### config.mk
export PLATFORM = sky130hd
export DESIGN_NAME = mod100_bcd_display
export DESIGN_NICKNAME = d
export VERILOG_FILES = /design/src/rtl/mod100_disp_pkg.sv /design/src/rtl/bin2bcd_seq.sv /design/src/rtl/mod100_bcd_display.sv
export SDC_FILE = /design/constraint.sdc
export NUM_CORES = 1
export LEC_CHECK = 0
export ABC_AREA = 1
export BUFFER_PORTS_ARGS = -buffer_cell sky130_fd_sc_hd__buf_4
export CAP_MARGIN = 20
export CORE_MARGIN = 8
export CORE_UTILIZATION = 35
export DETAILED_ROUTE_END_ITERATION = 10
export SLEW_MARGIN = 25
export SYNTH_ARGS = -nofsm -noshare
export SYNTH_HDL_FRONTEND = slang
export SYNTH_HIERARCHICAL = 1
export SYNTH_SLANG_ARGS = --single-unit
### constraint.sdc
create_clock -name clk -period 3.4 [get_ports clk]
set_clock_uncertainty 0.05 [all_clocks]
set_input_delay 0.68 -clock clk [delete_from_list [all_inputs] [get_ports clk]]
set_output_delay 0.68 -clock clk [all_outputs]
set_load 0.01 [all_outputs]
### src/rtl/mod100_disp_pkg.sv
// Shared types and constants for the mod-100 BCD display path:
// converter FSM states, field widths and the seven-segment glyph table.
package mod100_disp_pkg;

    typedef enum logic [1:0] {
        IDLE  = 2'd0,
        SHIFT = 2'd1,
        DONE  = 2'd2
    } conv_state_e;

    localparam int BIN_W        = 7;
    localparam int BCD_W        = 4;
    localparam int SHIFT_CYCLES = 7;

    localparam logic [BCD_W-1:0] BCD_ERR  = 4'hF;
    // Glyphs are active-high {g,f,e,d,c,b,a}; pin polarity is applied at the top.
    localparam logic [6:0]       SEG_DASH = 7'b1000000;

    function automatic logic [6:0] seg_encode(input logic [BCD_W-1:0] digit);
        logic [6:0] glyph;
        case (digit)
            4'd0:    glyph = 7'b0111111;
            4'd1:    glyph = 7'b0000110;
            4'd2:    glyph = 7'b1011011;
            4'd3:    glyph = 7'b1001111;
            4'd4:    glyph = 7'b1100110;
            4'd5:    glyph = 7'b1101101;
            4'd6:    glyph = 7'b1111101;
            4'd7:    glyph = 7'b0000111;
            4'd8:    glyph = 7'b1111111;
            4'd9:    glyph = 7'b1101111;
            default: glyph = SEG_DASH;
        endcase
        return glyph;
    endfunction

endpackage

### src/rtl/bin2bcd_seq.sv
// Sequential double-dabble converter: a new value starts a 7-shift conversion
// and the result is published with a one-cycle bcd_valid pulse.
module bin2bcd_seq
    import mod100_disp_pkg::*;
(
    input  logic             clk,
    input  logic             rst,
    input  logic [BIN_W-1:0] value,
    output logic [BCD_W-1:0] bcd_tens,
    output logic [BCD_W-1:0] bcd_ones,
    output logic             bcd_valid,
    output logic             range_err
);

    localparam int SR_W = 3 * BCD_W + BIN_W;

    conv_state_e      state;
    conv_state_e      next_state;
    logic [SR_W-1:0]  sr;
    logic [SR_W-1:0]  sr_adj;
    logic [BIN_W-1:0] last_conv;
    logic [2:0]       bitcnt;

    always_ff @(posedge clk or negedge rst) begin
        if (!rst) state <= IDLE;
        else      state <= next_state;
    end

    always_comb begin
        next_state = state;
        case (state)
            IDLE:    if (value != last_conv) next_state = SHIFT;
            SHIFT:   if (bitcnt == 3'(SHIFT_CYCLES - 1)) next_state = DONE;
            DONE:    next_state = IDLE;
            default: next_state = IDLE;
        endcase
    end

    // Add-3 correction on hundreds/tens/ones nibbles ahead of each shift.
    always_comb begin
        sr_adj = sr;
        for (int i = 0; i < 3; i++) begin
            if (sr[BIN_W + BCD_W*i +: BCD_W] >= 4'd5)
                sr_adj[BIN_W + BCD_W*i +: BCD_W] = sr[BIN_W + BCD_W*i +: BCD_W] + 4'd3;
        end
    end

    always_ff @(posedge clk or negedge rst) begin
        if (!rst) begin
            sr        <= '0;
            last_conv <= '0;
            bitcnt    <= '0;
            bcd_tens  <= '0;
            bcd_ones  <= '0;
            bcd_valid <= 1'b0;
            range_err <= 1'b0;
        end else begin
            bcd_valid <= 1'b0;
            case (state)
                IDLE: begin
                    if (value != last_conv) begin
                        sr        <= {{(3*BCD_W){1'b0}}, value};
                        last_conv <= value;
                        bitcnt    <= '0;
                    end
                end
                SHIFT: begin
                    sr     <= {sr_adj[SR_W-2:0], 1'b0};
                    bitcnt <= bitcnt + 3'd1;
                end
                DONE: begin
                    bcd_valid <= 1'b1;
                    // A non-zero hundreds nibble means the input exceeded 99.
                    if (sr[SR_W-1 -: BCD_W] != '0) begin
                        bcd_tens  <= BCD_ERR;
                        bcd_ones  <= BCD_ERR;
                        range_err <= 1'b1;
                    end else begin
                        bcd_tens  <= sr[BIN_W + BCD_W +: BCD_W];
                        bcd_ones  <= sr[BIN_W +: BCD_W];
                        range_err <= 1'b0;
                    end
                end
                default: ;
            endcase
        end
    end

endmodule

### src/rtl/mod100_bcd_display.sv
// Display front-end for the mod-100 counter: input register, 99->0 wrap detect,
// BCD conversion and a two-digit multiplexed seven-segment scan.
module mod100_bcd_display
    import mod100_disp_pkg::*;
#(
    parameter int REFRESH_DIV    = 50000,
    parameter bit SEG_ACTIVE_LOW = 1'b1
) (
    input  logic             clk,
    input  logic             rst,
    input  logic [BIN_W-1:0] tod,
    output logic [BCD_W-1:0] bcd_tens,
    output logic [BCD_W-1:0] bcd_ones,
    output logic             bcd_valid,
    output logic             range_err,
    output logic             wrap_pulse,
    output logic [6:0]       seg,
    output logic [1:0]       an
);

    localparam int PS_W = (REFRESH_DIV > 2) ? $clog2(REFRESH_DIV) : 1;

    logic [BIN_W-1:0] tod_q;
    logic [PS_W-1:0]  prescaler;
    logic             digit_sel;  // 0 = ones, 1 = tens
    logic [6:0]       seg_on;
    logic [1:0]       an_on;

    always_ff @(posedge clk or negedge rst) begin
        if (!rst) begin
            tod_q      <= '0;
            wrap_pulse <= 1'b0;
        end else begin
            tod_q      <= tod;
            wrap_pulse <= (tod_q == 7'd99) && (tod == 7'd0);
        end
    end

    bin2bcd_seq u_conv (
        .clk       (clk),
        .rst       (rst),
        .value     (tod_q),
        .bcd_tens  (bcd_tens),
        .bcd_ones  (bcd_ones),
        .bcd_valid (bcd_valid),
        .range_err (range_err)
    );

    always_ff @(posedge clk or negedge rst) begin
        if (!rst) begin
            prescaler <= '0;
            digit_sel <= 1'b0;
        end else if (prescaler == PS_W'(REFRESH_DIV - 1)) begin
            prescaler <= '0;
            digit_sel <= ~digit_sel;
        end else begin
            prescaler <= prescaler + 1'b1;
        end
    end

    always_comb begin
        seg_on = seg_encode(digit_sel ? bcd_tens : bcd_ones);
        an_on  = digit_sel ? 2'b10 : 2'b01;
    end

    // Pins are registered so the reset state is "all dark" in either polarity.
    always_ff @(posedge clk or negedge rst) begin
        if (!rst) begin
            seg <= {7{SEG_ACTIVE_LOW}};
            an  <= {2{SEG_ACTIVE_LOW}};
        end else begin
            seg <= seg_on ^ {7{SEG_ACTIVE_LOW}};
            an  <= an_on ^ {2{SEG_ACTIVE_LOW}};
        end
    end

endmodule
### Yosys cells after proc, flatten, opt, wreduce, memory -nomap -nowiden

Memories as Yosys holds them, arrays and structs flattened.
Cells that the tools add are included.

| storage, ports and cells | value |
|---|---|
| register bits after elaboration | 75 |
| latch bits | 0 |
| memory bits (writable) | 0 |
| memory bits (read-only) | 112 |
| bits of input ports | 9 |
| output and inout port bits | 20 |
| memories | 1 |

Memories:

| name | words | width | read ports | clocked after memory_dff | write ports | RTL line | RTL |
|---|---|---|---|---|---|---|---|
| (no name shown) | 16 | 7 | 1 | 0 | 0 | mod100_disp_pkg.sv:21 | `case (digit)` |

| operators by class | value |
|---|---|
| $add $sub $neg | 5 |
| $mul | 0 |
| div/mod/pow operators | 0 |
| $lt $le $gt $ge | 3 |
| eq/ne operators | 8 |
| shift operators | 0 |
| multiplexer cells | 17 |
| bitwise gates (word level) | 3 |
| reduce and logical (&&, ||, !) cells | 8 |

Operators with widths:

| cell | number |
|---|---|
| case mux 19 bit (2 select lines) | 1 |
| two-way mux 4 bit | 5 |
| two-way mux 19 bit | 1 |
| adder 16 x 1 -> 16 bit (second input constant) | 1 |
| == test 16 bit (second input constant) | 1 |
| two-way mux 16 bit | 1 |
| greater-or-equal comparator 4 x 3 -> 1 bit (second input constant) | 3 |
| adder 4 x 2 -> 4 bit (second input constant) | 2 |
| == test 7 bit (second input constant) | 1 |
| logical NOT 7 bit | 1 |
| inequality test 7 bit | 1 |
| inverter 7 bit | 1 |
| two-way mux 2 bit | 3 |
| two-way mux 3 bit | 2 |
| case mux 3 bit (2 select lines) | 1 |
| AND reduction 2 bit | 3 |
| inequality test 2 x 1 -> 1 bit (second input constant) | 2 |
| case mux 2 bit (2 select lines) | 1 |
| nonzero test 4 bit | 1 |
| adder 3 x 1 -> 3 bit (second input constant) | 1 |
| adder 3 x 2 -> 3 bit (second input constant) | 1 |
| == test 3 bit (second input constant) | 1 |
| == test 2 x 1 -> 1 bit (second input constant) | 1 |
| == test 2 bit (second input constant) | 1 |
| 6 further kinds | 7 |

### Longest topological paths before layout

Gate-level depths: netlist (run 1).

| depth | value |
|---|---|
| word-level depth | 3 |
| mapped depth | 9 |

### Hierarchy

The synthesis (run 1) kept the hierarchy.

By module, submodules not included:

| module | instances | cells an instance | area each (um^2) |
|---|---|---|---|
| bin2bcd_seq | 1 | 270 | 2112.0 |
| mod100_bcd_display | 1 | 189 | 1634.1 |

### Worst setup path before layout (run 1)

OpenSTA, ideal clock, no wires.

| timing | value |
|---|---|
| kind | reg2reg |
| from | register digit_sel |
| to | register seg[5] |
| data arrival time | 1339 ps |
| required time | 3266 ps |
| setup slack | 1927 ps |
| stages on the path, launching flop included | 6 |
| buffers on the path | 0 |
| path through | dfrtp_1 > o21ai_0 > inv_1 > ha_1 > o21ai_0 > o21ai_1 |

| on the way | value |
|---|---|
| longest elaborated chain between the ends | 3 |

RTL lines:

| what | RTL line | RTL |
|---|---|---|
| start, declared | mod100_bcd_display.sv:25 | `logic digit_sel;` |
| start signal, assigned | mod100_bcd_display.sv:55 | `digit_sel <= ~digit_sel;` |
| two-way mux 4 bit | mod100_bcd_display.sv:62 | `seg_on = seg_encode(digit_sel ? bcd_tens : bcd_ones);` |
| memory (16 x 7 bit) | - |  |
| inverter 7 bit (no line) | - |  |
| end signal, assigned | mod100_bcd_display.sv:69 | `seg <= {7{SEG_ACTIVE_LOW}};` |
| end signal, assigned | mod100_bcd_display.sv:72 | `seg <= seg_on ^ {7{SEG_ACTIVE_LOW}};` |
| end, declared | mod100_bcd_display.sv:17 | `output logic [6:0] seg,` |

Every way passes these cells.
A chain may end at the register's enable or synchronous reset.

### Worst setup path in the final report (run 1)

| timing | value |
|---|---|
| from | register tod_q[3] |
| to | register u_conv.sr[0] |

| on the way | value |
|---|---|
| longest elaborated chain between the ends | 3 |

RTL lines:

| what | RTL line | RTL |
|---|---|---|
| start, declared | mod100_bcd_display.sv:23 | `logic [BIN_W-1:0] tod_q;` |
| start signal, assigned | mod100_bcd_display.sv:34 | `tod_q <= tod;` |
| inequality test 7 bit | bin2bcd_seq.sv:61 | `if (value != last_conv) begin` |
| inequality test 2 x 1 -> 1 bit (no line) | - |  |
| AND reduction 2 bit (no line) | - |  |
| end signal, assigned | bin2bcd_seq.sv:62 | `sr <= {{(3*BCD_W){1'b0}}, value};` |
| end signal, assigned | bin2bcd_seq.sv:68 | `sr <= {sr_adj[SR_W-2:0], 1'b0};` |
| end, declared | bin2bcd_seq.sv:19 | `logic [SR_W-1:0] sr;` |

Every way passes these cells.

==> results of run 1 <==
## area by class of cell
type | count | area, µm²
flip-flops and latches | 75 | 1890
fillers | 1049 | 6020
clock inverters | 6 | 114
well taps | 136 | 170
repair buffers | 32 | 253
clock buffers | 10 | 128
multi-input cells | 313 | 1560
inverters | 63 | 239
## registers in the layout (all words and copies together) (netlist names), 2 cells and up
signal,flops
seg,7
u_conv/bcd_ones,4
tod_q,7
an,2
u_conv/bitcnt,3
u_conv/state,2
u_conv/bcd_tens,4
prescaler,16
u_conv/sr,19
u_conv/last_conv,7
## kinds of logic after synthesis
kind of cell    share of synthesized area
simple gates                        0.256
flops                               0.504
buf+inv                            0.0792
compound gates                     0.0902
fa+ha+maj                          0.0501
xor+xnor                           0.0210
## critical path: cells and delay by family, from the launching register on
kind                   cells  cell delay [ps]
buffers and inverters      2              410
and+or+nand+nor            5              410
DFF                        1              400
AOI/OAI and AO/OA          1              390
## where the power goes
part | switching [µW] | total, µW | internal [µW] | leakage [µW]
Combinational | 788 | 1310 | 522 | 0.00121
Clock | 332 | 821 | 489 | 0.000113
Sequential | 198 | 1390 | 1200 | 0.000918
Total | 1320 | 3530 | 2210 | 0.00224
## layer usage
metal  track usage  vias to the layer above  share of wire
met3        0.0406                        6          0.046
met5             0                        -              0
li1              -                     1513              -
met4        0.0406                        0          0.011
met1         0.130                     1388           0.47
met2         0.179                       47           0.47
## layout by cell type, fill, tap and decap left out
cell type / synthesis / layout
a21oi_1: 14 / 14
buf_12: 0 / 1
buf_4: 0 / 31
bufinv_16: 0 / 3
clkbuf_1: 1 / 1
clkbuf_8: 0 / 9
clkinv_4: 0 / 1
clkinvlp_4: 0 / 2
dfrtp_1: 66 / 66
dfstp_2: 9 / 9
ha_1: 15 / 15
inv_1: 59 / 59
inv_2: 3 / 3
inv_4: 1 / 1
nand2_1: 134 / 134
nand2_2: 2 / 2
nand2_4: 1 / 1
nand3_1: 34 / 34
nand3_2: 1 / 1
nand4_1: 5 / 5
nor2_1: 43 / 43
nor2_2: 3 / 3
nor2b_1: 1 / 1
nor3_1: 1 / 1
nor4_1: 1 / 1
nor4b_1: 1 / 1
o211ai_1: 2 / 2
o21ai_0: 34 / 34
o21ai_1: 5 / 5
o21ai_4: 1 / 1
o21bai_1: 2 / 2
o21bai_4: 1 / 1
o31ai_1: 1 / 1
or2_2: 2 / 2
xnor2_1: 1 / 1
xor2_1: 8 / 8
## how the worst max path moves through the flow
stage / from / end / cells past startpoint
after detailed placement: tod_q[3] / u_conv/last_conv[5] / 7
after global placement: tod_q[3] / u_conv/last_conv[5] / 7
final: tod_q[3] / u_conv/sr[0] / 8
after floorplan: digit_sel / seg[5] / 5
after global routing: digit_sel / seg[4] / 6
after CTS: tod_q[3] / u_conv/last_conv[5] / 7
## stage by stage
step / hold slack (ps) / cells / area [µm²] / worst slack [ps] / total power [µW]
after floorplan: 334 / 459 / 3750 / 1930 / 2340
after global placement: 420 / 618 / 4090 / 1710 / 2700
after detailed placement: 427 / 618 / 4090 / 1660 / 2740
after CTS: 374 / 634 / 4330 / 1640 / 3590
after global routing: 241 / 635 / 4350 / 1410 / 3870
final: 227 / 635 / 4350 / 1660 / 3530
==> metrics.txt, run 1 <==
outcome finished clean; Die Ht 119 µm; global-route wire length before repair 13,000 µm; die area 0.0143 mm²; Initial Util 0.361; via count 2,954; top-area cell type share of the netlist area 0.441; CP Capture Type flip-flop; post-layout util 0.420; Reg-to-Reg End u_conv/sr[0]; Max VDD drop 0.302 mV; register area share after synthesis 0.504; Inserted Diodes 0; # DRC 0; # nets final 518; Final Hold Vio Count 0; setup violators final 0; CTS tree done; top_reg_cell synth dfrtp_1; RD Place Congestion 0.820; pin count of the biggest net entering global routing 76; Post-synth top cells nand2_1 (134), dfrtp_1 (66), inv_1 (59); Post-CTS Setup Repair Bufs 0; hold crit path type primary input to asynchronous set/reset pin; Skew-Pair Late Insertion Delay 350 ps; area of the mapped netlist 0.00375 mm²; # H-tree levels 3; Final Cycle Share 0.512; worst r2r path cells 8; total wire length 7210 µm; slowest stage delay, CP 400 ps; Worst Tran Pin Value 541 ps; min cycle time layout 1740 ps; Max Root-Sink Buffers 2; post-synthesis cell count 459; Ports 29; WP data required 3640 ps; final max-slew violation count 0; EDFF count, synth 0; initial antenna violation count 0; Area contributors post-synth dfrtp_1 (44%), nand2_1 (13%), dfstp_2 (6.3%), inv_1 (5.9%), ha_1 (5.0%); reg-to-reg slack, setup 1660 ps; Port Buffers 28; P per Cell Area 810 mW/mm²; crit path max-delay cell type dfrtp_1; most frequent CP cell nand2_1; Via-to-Cell Ratio 4.65; post-synth top area cell dfrtp_1; detailed-route wire length per cell 11.4 µm; crit-path max FO 20; Yosys reg bits 75; Num CTS Buffers 9; Die X 119 µm; CP arrival 1980 ps; layout cell share with drive strength beyond 1 0.142; setup TNS 0 ps; 1st-iter DRT viols 177; DP Wirelength 5100 µm; gr usage total 0.110; syn_nets 483; critical path, cell by cell inv_1 > nand2_1 > nand2_1 > nand3_1 > o21bai_4 > buf_4 > nand3_1 > nand2_1; Yosys warnings 6; Async SR Flop Fraction 1.00; CTS root buf clkbuf_8; TritonRoute pass-1 iters 4; Sink Count 75; # hold bufs at CTS 0; achievable frequency 575 MHz; area of the core 0.0104 mm²; synthesized area per cell 8.16 µm²; Leak 0.00224 µW; CP startpoint kind flip-flop; Std-Cell Rows 37; Crit Path Class flip-flop to flip-flop; Crit Reg-Reg Startpoint tod_q[3]; Max Cap Violations 0; RSZ-0062 raised after global routing no; vias in the first global route 2,985; GRT overflow 0; clock-pin transition on the worst setup and hold timing paths 80 ps; Layout area overhead 16.2%; post-route ant nets 0; CTS resizes 0; Synth cell types 32; most common cell in the netlist nand2_1; Slew headroom 0.636
Power figures use the tool's default switching activity.
==> inputs of run 2 (changes only) <==
- clock period: 3.4 -> 1.8 ns (I/O delays scaled with it)
==> run 2 against run 1 <==
Compared with the run above: global-route usage is 0.39 points lower; combinational power increased by 95%; design area rose by 0.46%; largest power group unchanged.
==> metrics.txt, run 2 (synthesis gave the netlist of run 1 again) <==
DP Cell Count 622 (+0.65%); Crit Path Class flip-flop to flip-flop; Internal Power 4030 µW (+82%); initial antenna violation count 0 (unchanged); worst r2r path cells 5 (-3); # DRC 0 (unchanged); dpl ws 141 ps (-1520 ps); achievable frequency 666 MHz (+16%); met2 routed WL 3390 µm (-0.35%); WP data required 2030 ps (-1610 ps); # nets final 522 (+0.77%); total wire length 7260 µm (+0.65%); most frequent cells in the layout nand2_1 (134), dfrtp_1 (66), inv_1 (59), nor2_1 (43), nand3_1 (34); RSZ-0062 raised after global routing no; sequential power share 0.403 (+0.007); Via-to-Cell Ratio 4.54 (-2.5%); detailed-route wire length per cell 11.4 µm (about the same); Final Cycle Share 0.835 (+0.323); GRT overflow 0 (unchanged); outcome finished clean; Post-CTS Setup Repair Bufs 0 (unchanged); number of cells on the worst hold path 1; final max-slew violation count 0 (unchanged); setup violators final 0 (unchanged); Num CTS Buffers 9 (unchanged); Final Hold Vio Count 0 (unchanged); CTS root buf clkbuf_8; crit-path max FO 8 (-60%); Max Root-Sink Buffers 2 (unchanged); setup TNS 0 ps (unchanged); biggest regs u_conv/sr: 19 flops, prescaler: 16 flops; area of the core 0.0104 mm² (unchanged); Clk pwr share 0.205 (-0.028); Std-Cell Rows 37 (unchanged); Die Ht 119 µm (unchanged); WL met3 338 µm (+2.4%); Largest Register u_conv/sr; TritonRoute pass-1 iters 4 (unchanged); pin count of the biggest net entering global routing 45 (-41%); Skew-Pair Late Insertion Delay 350 ps (about the same); Crit Reg-Reg Startpoint digit_sel; Initial Util 0.361 (unchanged); Inserted Diodes 0 (unchanged); Slew headroom 0.727 (+0.0914); global-route wire length before repair 12,700 µm (-2.7%); hold crit path type primary input to flip-flop; CP Launch Point digit_sel; commonest non-fill, non-tap cell in the layout nand2_1; vias in the first global route 2,895 (-3.0%); Layout area overhead 16.7%; Die X 119 µm (unchanged); CP Capture Type flip-flop; Hold Crit Start tod[2]; P per Cell Area 1500 mW/mm² (+85%); Max Cap Violations 0 (unchanged); RD Place Congestion 0.817 (-0.40%); gr usage total 0.106 (-0.00393); wl on met1 3480 µm (+2.2%); PnR worst setup slack 298 ps (-1360 ps); via count 2,899 (-1.9%); # H-tree levels 3 (unchanged); Worst Tran Pin Value 409 ps (-131 ps); Ports 29 (unchanged); DP Wirelength 5230 µm (+2.5%); CP arrival 1740 ps (-240 ps); max reg flops 19 (unchanged); Max VDD drop 0.588 mV (+95%); CTS tree done; Top Layer Used met4; clock-pin transition on the worst setup and hold timing paths 80 ps (about the same); CP startpoint kind flip-flop; Post-Layout Cell Count 639 (+0.63%); min cycle time layout 1500 ps (-238 ps); Sw Share 0.384 (+0.0103); post-route ant nets 0 (unchanged); Port Buffers 28 (unchanged); Leak 0.00226 µW (+0.81%); layout cell share with drive strength beyond 1 0.147 (+0.00483); net switching power 2510 µW (+91%); Sink Count 75 (unchanged); Placed Area 0.00415 mm² (+1.3%); overall power 6540 µW (+85%); fin area 0.00437 mm² (+0.46%); die area 0.0143 mm² (unchanged); 1st-iter DRT viols 169 (-4.5%); Logic pwr share 0.391 (+0.019)
-- run 2: changes by cell type in the layout (fill, tap and decap cells not counted) --
cell and delta:
buf_12 +1, buf_4 +2, bufinv_16 -3, clkbuf_16 +2
clkbuf_8 +1, clkinvlp_4 -1, dlygate4sd3_1 +1, inv_6 +1
o21ai_0 -2, o21ai_1 +2
-- run 2: worst max-delay path, cell delays in order (launching register included) --
cell	delay, ps
dfrtp_1	470
o21ai_1	320
inv_1	130
ha_1	220
o21ai_0	170
o21ai_1	70
-- run 2: per-stage QoR --
step           hold WS, ps   util
2_1_floorplan         14.4      -
3_3_place_gp           273  0.400
3_5_place_dp           276  0.400
4_1_cts               53.4  0.422
5_1_grt               43.1  0.422
6_report              72.0  0.422
-- run 2: timing repair --
| item | in CTS | in global routing |
|---|---|---|
| setup endpoints to repair | 0 | 3 |
| endpoints found under the hold margin | 22 | 0 |
| gates resized for setup | 0 | 2 |
| hold buffers | 1 | 0 |
-- run 2: worst paths after layout --
check	end	slack, ps
min in group asynchronous	prescaler[11]	430
worst min register to register	prescaler[0]	440
max in group asynchronous	tod_q[5]	700
worst max-delay path	seg[5]	300
worst max register to register	seg[5]	300
worst min-delay path	tod_q[2]	70
-- run 2: per-layer routing --
metal | vias to the layer above | GRT usage
li1 | 1517 | -
met2 | 49 | 0.176
met1 | 1328 | 0.125
met4 | 0 | 0.0383
met5 | - | 0
met3 | 5 | 0.0350
-- run 2: power groups by stage --
stage               registers [µW]  clock network, µW  logic (µW)
floorplan                     2660                  0        1770
global placement              2640                  0        2530
detailed placement            2660                  0        2590
CTS                           2630               1390        2610
global route                  2710               1440        2980
finish                        2640               1340        2560
-- run 2: final cells by class --
type | instances | area (µm²)
multi-input cells | 313 | 1560
fillers | 1037 | 6000
repair buffers | 36 | 298
clock buffers | 13 | 191
inverters | 63 | 239
flip-flops and latches | 75 | 1890
clock inverters | 3 | 25.0
well taps | 136 | 170
==> inputs of run 3 (changes only) <==
- clock period: 1.8 -> 1.5 ns (I/O delays scaled with it)
==> run 3 against run 2 <==
Compared with the run above: utilization rose by 1.7 points; critical path type unchanged; sequential share of layout area shrank 1.6 points; global-route usage grew 0.13 points; maximum frequency increased by 1.0%; critical path depth up 4; first-iteration DRC count down 31%; combinational power up 25%; count of clock-buffer cells in the layout is 3 lower; register-to-register slack worse by 280 ps; largest cell class unchanged; design area is 4.0% higher; routed wire length grew 0.95%; via count is 3.0% higher.
==> metrics.txt, run 3 (synthesis gave the netlist of run 1 again) <==
Sink Count 75 (unchanged); Max Root-Sink Buffers 2 (unchanged); Die Ht 119 µm (unchanged); most frequent cells in the layout nand2_1 (132), dfrtp_1 (65), inv_1 (54), nor2_1 (43), buf_4 (39); area of the core 0.0104 mm² (unchanged); setup violators final 0 (unchanged); biggest regs u_conv/sr: 19 flops, prescaler: 16 flops; Leak 0.00232 µW (+2.6%); via count 2,985 (+3.0%); CP arrival 1720 ps (-20 ps); outcome finished clean; Initial Util 0.361 (unchanged); CP Capture Type flip-flop; Crit Path Class flip-flop to flip-flop; CTS root buf clkbuf_8; Layout area overhead 21.4%; critical path, cell by cell inv_1 > nand2_1 > nand2_1 > nor2_1 > nand2_1 > o21bai_4 > buf_12 > nand3_1 > nand2_1; setup TNS 0 ps (unchanged); most frequent CP cell nand2_1; global-route wire length before repair 12,900 µm (+1.4%); Inserted Diodes 0 (unchanged); Die X 119 µm (unchanged); # DRC 0 (unchanged); initial antenna violation count 0 (unchanged); Final Hold Vio Count 0 (unchanged); Setup crit end u_conv/sr[3]; overall power 7910 µW (+21%); total wire length 7330 µm (+0.95%); final max-slew violation count 0 (unchanged); Skew-Pair Late Insertion Delay 350 ps (about the same); Port Buffers 28 (unchanged); PnR worst setup slack 12.7 ps (-285 ps); post-layout util 0.439 (+0.0169); P per Cell Area 1740 mW/mm² (+16%); # nets final 539 (+3.3%); CTS tree done; pin count of the biggest net entering global routing 33 (-27%); vias in the first global route 2,842 (-1.8%); Max Cap Violations 0 (unchanged); Worst Tran Pin Value 431 ps (+21.8 ps); min cycle time layout 1490 ps (-15.0 ps); achievable frequency 672 MHz (+1.0%); slowest stage delay, CP 410 ps (-60 ps); RSZ-0062 raised after global routing yes; WHS 369 ps (+297 ps); max reg flops 19 (unchanged); layout cell share with drive strength beyond 1 0.185 (+0.0375); Reg-to-Reg End u_conv/sr[3]; Slew headroom 0.713 (-0.0145); Crit Reg-Reg Startpoint tod_q[0]; die area 0.0143 mm² (unchanged); CP startpoint kind flip-flop; hold crit path type primary input to asynchronous set/reset pin; Max VDD drop 0.736 mV (+25%); post-route ant nets 0 (unchanged); reg-to-reg slack, setup 10 ps (-280 ps); TritonRoute pass-1 iters 4 (unchanged); GRT overflow 0 (unchanged); Std-Cell Rows 37 (unchanged); 1st-iter DRT viols 116 (-31%); gr usage total 0.107 (+0.00130); Ports 29 (unchanged); Num CTS Buffers 9 (unchanged); crit path max-delay cell type dfrtp_1; detailed-route wire length per cell 11.2 µm (-1.7%); Via-to-Cell Ratio 4.55 (+0.30%); DP Wirelength 5420 µm (+3.7%); clock-pin transition on the worst setup and hold timing paths 80 ps (about the same); WP data required 1740 ps (-290 ps); worst r2r path cells 9 (+4); # H-tree levels 3 (unchanged); Largest Register u_conv/sr; CP Launch Point tod_q[0]; dpl ws -118 ps (-260 ps); RD Place Congestion 0.836 (+2.4%); commonest non-fill, non-tap cell in the layout nand2_1; crit-path max FO 22 (+14); Final Cycle Share 0.992 (+0.157)
==> run 3: changes by cell type in the layout (fill, tap and decap cells not counted), sizes merged <==
cell,previous run,this run
buf,35,45
bufinv,0,1
clkbuf,13,10
clkinv,1,2
clkinvlp,1,3
dlygate4sd3,1,8
inv,64,63
==> run 3: power breakdown <==
group	switching [µW]	total, µW	internal (µW)
combinational	1850	3210	1370
clock	760	1530	768
sequential	451	3160	2710
total	3060	7910	4850
==> run 3: area by class of cell <==
cell class                 count  area, µm²
inverter                      63        239
tap                          136        170
fill                        1031       5820
timing repair buffer          53        460
clock buffer                  10        128
sequential                    75       1890
clock inverter                 6       66.3
multi-input combinational    313       1600
==> run 3: worst min-delay path by stage <==
stage	slack, ps	endpoint	from	depth (start not counted)
2_1_floorplan	-50	digit_sel	rst	0
3_3_place_gp	220	prescaler[10]	rst	1
3_5_place_dp	220	prescaler[10]	rst	1
4_1_cts	0.9	tod_q[3]	tod[3]	1
5_1_grt	390	prescaler[10]	rst	2
6_report	370	prescaler[10]	rst	2
==> run 3: worst max-delay path, delay by kind of cell (launching register included) <==
family                 cells  cell delay [ps]
buffers and inverters      2              240
flip-flops                 1              410
AO/OA/AOI/OAI              1              230
AND/OR/NAND/NOR            6              490
==> run 3: what timing repair did <==
item                       CTS  global route
hold endpoints to repair    22             5
hold buffers                 3             5
pin swaps                    0             4
setup endpoints to repair    5            40
gates cloned                 0             1
buffers inserted             0             1
resized for setup            2            18
==> run 3: layer usage <==
| layer | wire length, µm | vias to the layer above | share of wire | track usage |
|---|---|---|---|---|
| li1 | - | 1558 | - | - |
| met1 | 3410 | 1371 | 0.47 | 0.128 |
| met2 | 3540 | 49 | 0.48 | 0.177 |
| met3 | 323 | 7 | 0.044 | 0.0444 |
| met4 | 59 | 0 | 0.0081 | 0.0250 |
| met5 | 0 | - | 0 | 0 |
==> run 3: stage by stage <==
step	cell area, µm²	std cells
detailed placement	4220	630
floorplan	3750	459
CTS	4450	649
finish	4550	656
global route	4550	656
global placement	4220	630
